<file path="src/rtl/fetch_unit.sv">
// fetch_unit: RV32I instruction-fetch stage -- PC, imem req/gnt/rvalid handshake, one-entry IF slot, IF/DEC register.
// Build option FETCH_MISALIGN_CHECK_EN: a misaligned branch target sets a sticky trap that halts fetch.
//
// state   | meaning
// S_IDLE  | no fetch outstanding
// S_WAIT  | one granted fetch awaiting imem_rvalid
// S_FLUSH | outstanding response belongs to a squashed path and is discarded
module fetch_unit #(
    parameter logic [31:0] RESET_PC = 32'h0000_0000
) (
    input  logic        clk,
    input  logic        rst_n,
    input  logic [1:0]  fetch_sel,
    input  logic [31:0] branch_target,
    input  logic        nop_output_fetch,
    output logic        imem_req,
    output logic [31:0] imem_addr,
    input  logic        imem_gnt,
    input  logic        imem_rvalid,
    input  logic [31:0] imem_rdata,
    output logic [6:0]  opcode_fetch,
    output logic [31:0] instr_dec,
    output logic [31:0] pc_dec,
    output logic        valid_dec,
    output logic        fetch_misaligned
);
    localparam logic [31:0] BUBBLE     = 32'h0000_0013;
    localparam logic [6:0]  OP_BUBBLE  = 7'b0010011;
    localparam logic [1:0]  SEL_PC     = 2'd0;
    localparam logic [1:0]  SEL_BRANCH = 2'd1;

    typedef enum logic [1:0] {S_IDLE, S_WAIT, S_FLUSH} state_e;

    state_e      state_q, state_d;
    logic [31:0] pc_q, pc_d;
    logic [31:0] fetch_pc_q, fetch_pc_d;
    logic [31:0] if_instr_q, if_instr_d;
    logic [31:0] if_pc_q, if_pc_d;
    logic        if_valid_q, if_valid_d;
    logic [31:0] instr_dec_q, instr_dec_d;
    logic [31:0] pc_dec_q, pc_dec_d;
    logic        valid_dec_q, valid_dec_d;
    logic        mis_q, mis_d;

    logic        sel_pc, sel_branch, sel_nop;
    logic        dec_take, slot_free, resp, accept, fire;
    logic [31:0] target;
    logic        target_bad;

`ifdef FETCH_MISALIGN_CHECK_EN
    assign target     = branch_target;
    assign target_bad = |branch_target[1:0];
`else
    logic unused_target_lsb;
    assign unused_target_lsb = ^branch_target[1:0];
    assign target            = {branch_target[31:2], 2'b00};
    assign target_bad        = 1'b0;
`endif

    assign sel_pc     = (fetch_sel == SEL_PC);
    assign sel_branch = (fetch_sel == SEL_BRANCH);
    assign sel_nop    = fetch_sel[1];

    // DEC consumes the slot (or a bubble) on advance and on a flushing stall.
    assign dec_take  = sel_pc | (sel_nop & nop_output_fetch);
    assign slot_free = ~if_valid_q | dec_take;
    assign resp      = imem_rvalid & (state_q == S_WAIT);
    assign accept    = resp & ~sel_branch & slot_free;

    assign imem_req  = rst_n & sel_pc & ~mis_q & slot_free &
                       ((state_q == S_IDLE) | resp);
    assign fire      = imem_req & imem_gnt;

    always_comb begin
        state_d     = state_q;
        pc_d        = pc_q;
        fetch_pc_d  = fetch_pc_q;
        if_instr_d  = if_instr_q;
        if_pc_d     = if_pc_q;
        if_valid_d  = if_valid_q;
        instr_dec_d = instr_dec_q;
        pc_dec_d    = pc_dec_q;
        valid_dec_d = valid_dec_q;
        mis_d       = mis_q | (sel_branch & target_bad);

        case (state_q)
            S_IDLE: begin
                if (fire) state_d = S_WAIT;
            end
            S_WAIT: begin
                if (sel_branch)  state_d = imem_rvalid ? S_IDLE : S_FLUSH;
                else if (accept) state_d = fire ? S_WAIT : S_IDLE;
            end
            S_FLUSH: begin
                if (imem_rvalid) state_d = S_IDLE;
            end
            default: state_d = S_IDLE;
        endcase

        if (sel_branch) begin
            pc_d = target;
        end else if (fire) begin
            pc_d       = pc_q + 32'd4;
            fetch_pc_d = pc_q;
        end

        if (sel_branch) begin
            if_valid_d  = 1'b0;
            instr_dec_d = BUBBLE;
            pc_dec_d    = '0;
            valid_dec_d = 1'b0;
        end else begin
            if (dec_take) begin
                if (if_valid_q && !mis_q) begin
                    instr_dec_d = if_instr_q;
                    pc_dec_d    = if_pc_q;
                    valid_dec_d = 1'b1;
                end else begin
                    instr_dec_d = BUBBLE;
                    pc_dec_d    = '0;
                    valid_dec_d = 1'b0;
                end
                if_valid_d = 1'b0;
            end
            if (accept) begin
                if_instr_d = imem_rdata;
                if_pc_d    = fetch_pc_q;
                if_valid_d = 1'b1;
            end
        end
    end

    always_ff @(posedge clk or negedge rst_n) begin
        if (!rst_n) begin
            state_q     <= S_IDLE;
            pc_q        <= RESET_PC;
            fetch_pc_q  <= RESET_PC;
            if_instr_q  <= BUBBLE;
            if_pc_q     <= '0;
            if_valid_q  <= 1'b0;
            instr_dec_q <= BUBBLE;
            pc_dec_q    <= '0;
            valid_dec_q <= 1'b0;
            mis_q       <= 1'b0;
        end else begin
            state_q     <= state_d;
            pc_q        <= pc_d;
            fetch_pc_q  <= fetch_pc_d;
            if_instr_q  <= if_instr_d;
            if_pc_q     <= if_pc_d;
            if_valid_q  <= if_valid_d;
            instr_dec_q <= instr_dec_d;
            pc_dec_q    <= pc_dec_d;
            valid_dec_q <= valid_dec_d;
            mis_q       <= mis_d;
        end
    end

    assign imem_addr        = pc_q;
    assign opcode_fetch     = if_valid_q ? if_instr_q[6:0] : OP_BUBBLE;
    assign instr_dec        = instr_dec_q;
    assign pc_dec           = pc_dec_q;
    assign valid_dec        = valid_dec_q;
    assign fetch_misaligned = mis_q;

endmodule
</file>
<file path="config.mk">
export PLATFORM = sky130hd
export DESIGN_NAME = fetch_unit
export DESIGN_NICKNAME = d
export VERILOG_FILES = /design/src/rtl/fetch_unit.sv
export SDC_FILE = /design/constraint.sdc
export NUM_CORES = 1
export LEC_CHECK = 0
export CAP_MARGIN = 20
export CORE_MARGIN = 8
export CORE_UTILIZATION = 43
export CTS_CLUSTER_SIZE = 40
export DETAILED_ROUTE_END_ITERATION = 10
export GPL_ROUTABILITY_DRIVEN = 1
export HOLD_SLACK_MARGIN = 0.08
export PLACE_DENSITY = 0.77
export SETUP_SLACK_MARGIN = 0.15
export SLEW_MARGIN = 20
export SYNTH_ARGS = -nofsm -noshare
export SYNTH_HDL_FRONTEND = slang
export SYNTH_SLANG_ARGS = --single-unit
</file>
<file path="constraint.sdc">
create_clock -name clk -period 3.6 [get_ports clk]
set_clock_uncertainty 0.2 [all_clocks]
set_input_delay 0.9 -clock clk [delete_from_list [all_inputs] [get_ports clk]]
set_output_delay 0.9 -clock clk [all_outputs]
set_load 0.1 [all_outputs]
</file>
==> results by group <==
Synthesis
  – Area leader, netlist: dfrtp_1
  – Most numerous cell in the Yosys netlist: dfrtp_1
  – Library cells used by synthesis: 54
  – Register area share after synthesis: 60.2%
  – Number of synthesized flops with an enable pin: 0
  – Async SR Flop Fraction: 100%
  – Synthesized instance count: 656
  – Main synth FF type: dfrtp_1
  – Mean post-synth cell area: 12.0 um2
  – Most common library cells after synthesis: dfrtp_1 (183), nand2_1 (125), mux2_2 (62)
  – Mapped Area: 0.00787 mm2
  – Yosys top cell area share: 58.2%
  – Syn. warnings: 0
  – Top post-synthesis cells by area: dfrtp_1 (58%), mux2_2 (8.9%), a22o_1 (6.6%)
  – Seq cells post-synth: 189

Clock network
  – CTS tree: done
  – Max clock buf depth: 2
  – Latest clock arrival within the worst-skew pair: 0.42 ns
  – CTS buffer count: 17
  – Clock slew at reported path FFs: 0.07 ns
  – Post-CTS Setup Bufs: 0
  – Clock Sinks: 189
  – # H-tree levels: 4
  – Hold_buf cts: 0
  – Cts repair resizes: 0
  – Clock root buffer master: clkbuf_16

Cells and area
  – Layout cells sized above 1: 28.2%
  – Antenna diodes: 0
  – Sequential cell area: around 0.0047 mm2
  – Non-Filler Instances: 1054
  – Area of the multi-input gates: around 0.0029 mm2
  – P&R area growth vs syn: 28.7%
  – NumNets Final: 884
  – Core Util, Final: about 56%
  – Final Instance Area: ~0.010 mm2
  – Fill cells: roughly 1500

Placed design
  – Setup WS pre-CTS: approximately 0.27 ns
  – GPL Wtd Cong: 0.813
  – DP Wirelength: 13200 um
  – Placed cell area: 0.00951 mm2
  – Placed insts: 1022
  – IO buf count: around 170

Global routing
  – Pin count of the biggest net entering global routing: 160
  – Gr ovfl total: 0
  – Number of global-route vias before repair: 5778
  – Antenna violations before repair: 0
  – First-pass GRT wire length: 30900 um
  – GRT Overall Usage: approximately 17%

Worst setup path
  – Kind of critical path: primary input to output port
  – Worst Path Arrival: 2.21 ns
  – Crit start category: primary input
  – Crit Path Max Fanout: 4
  – CP Capture Type: output port
  – Required @ worst endpoint: 2.50 ns

Power and ir drop
  – Leak: 4.79 nW
  – Worst VDD drop: around 0.00029 V
  – Power Density: roughly 630 mW/mm2
  – Sequential share of power: 46.3%
  – Total power after layout: about 6.3 mW
  – Clock share of power: 31.0%
  – Sw frac: approximately a third
  – Psw: 2.08 mW
  – Comb pwr share: 22.8%
  – Internal Power: 4.26 mW

STA
  – Worst Hold Slack: between 0.2 and 0.3 ns
  – Setup Total Neg Slack: 0 ns
  – Post-layout min period: roughly 3.3 ns
  – Fin crit share: 92.0%
  – Fin. Hold Viols: 0
  – Slew Viols, Final: 0
  – Slew @ Worst Pin: ~0.89 ns
  – Final Setup Violations: 0
  – Slew HR: 40.3%
  – RSZ-0062 raised after global routing: false
  – Final WS setup: 0.287 ns
  – Fmax: approximately 300 MHz

Drt
  – WL final: 19600 um
  – Iteration count of the initial detailed-routing pass: 4
  – Routed len/inst: 18.5 um
  – 1st-iter DRT viols: 347
  – Post-route DRC: 0
  – Vias post-DR: 5738
  – Vias per std cell: 5.44
  – Post-route ant nets: 0

Die
  – IO Pins: 177
  – Row count: 49
  – Die width: 151 um
  – Area of the core: about 0.018 mm2
  – Die height: approximately 150 um
  – Die ar.: 0.0229 mm2
  – Effective utilization at floorplan: 43.8%

Min path
  – Hold crit path type: flop to flop

Flow run
  – Max Cap Viol: 0

Run status
  – Outcome: complete, no violations
layout make-up:
| class | instances | share of cell area (%) |
|---|---|---|
| clock buffers | 18 | 4.34 |
| clock inverters | 14 | 1.79 |
| inverters | 3 | 0.111 |
| multi-input cells | 418 | 28.2 |
| flip-flops and latches | 189 | 46.8 |
| well taps | 229 | 2.83 |
| repair buffers | 183 | 15.9 |
critical path, cell delays in order:
cell and delay [ns]:
clkdlybuf4s50_1 0.46, nor4b_2 0.42, and2_1 0.24, buf_12 0.19
final timing paths:
check / startpoint / endpoint / slack, ns / cells after the start
worst max-delay path: fetch_sel[0] / imem_req / 0.29 / 4
worst min-delay path: fetch_pc_q[7]$_DFFE_PN0P_ / fetch_pc_q[7]$_DFFE_PN0P_ / 0.27 / 2
worst max register to register: imem_addr[7]$_DFFE_PN0P_ / imem_addr[23]$_DFFE_PN0P_ / 1.26 / 5
worst min register to register: fetch_pc_q[7]$_DFFE_PN0P_ / fetch_pc_q[7]$_DFFE_PN0P_ / 0.27 / 2
max in group asynchronous: rst_n / imem_addr[31]$_DFFE_PN0P_ / 1.65 / 3
min in group asynchronous: rst_n / if_instr_q[6]$_DFFE_PN0P_ / 0.33 / 2
state kept, by name, summed over array words and instances (netlist names):
| register | cells |
|---|---|
| if_instr_q | 32 |
| instr_dec | 32 |
| pc_dec | 31 |
| fetch_pc_q | 30 |
| if_pc_q | 30 |
| imem_addr | 30 |
| state_q | 2 |
| if_valid_q | 1 |
| valid_dec | 1 |
kinds of logic (layout without fill, tap and decap cells):
kind of cell | Yosys count | in the layout | share of synthesized area [%]
AOI/OAI and AO/OA | 125 | 125 | 12.4
xor gates and xnor gates | 1 | 1 | 0.111
adders and majority gates | 1 | 1 | 0.159
buffers and inverters | 51 | 218 | 3.78
DFF | 189 | 189 | 60.2
muxes | 64 | 64 | 9.13
other | 1 | 3 | 0.0477
and+or+nand+nor | 224 | 224 | 14.2
power by group through the flow:
stage	Sequential [mW]	Clock (mW)	Combinational [mW]
CTS	2.93	2.00	1.46
floorplan	3.39	0	0.601
global route	3.00	2.10	1.54
detailed placement	2.98	0	1.46
finish	2.93	1.96	1.44
global placement	2.95	0	1.43
layout by cell type, fill, tap and decap left out, types with 9 or more instances in the layout:
master / Yosys / layout
clkbuf_16: 0 / 17
clkdlybuf4s50_1: 0 / 67
a22o_1: 59 / 59
dfrtp_1: 183 / 183
o211ai_1: 9 / 9
nand3_1: 25 / 25
mux2_2: 62 / 62
o21ai_0: 22 / 22
nand2_1: 125 / 125
nor2_1: 13 / 13
buf_4: 12 / 110
routing by layer:
metal / global-route usage [%] / share of wire, % / routed length [um] / vias up
li1: - / - / - / 2664
met1: 24.4 / 46 / 9000 / 2858
met2: 25.7 / 45 / 8770 / 194
met3: 4.06 / 7.8 / 1520 / 22
met4: 5.44 / 1.3 / 253 / 0
met5: 0 / 0 / 0 / -
No activity file was read; power rests on OpenSTA's default activity.
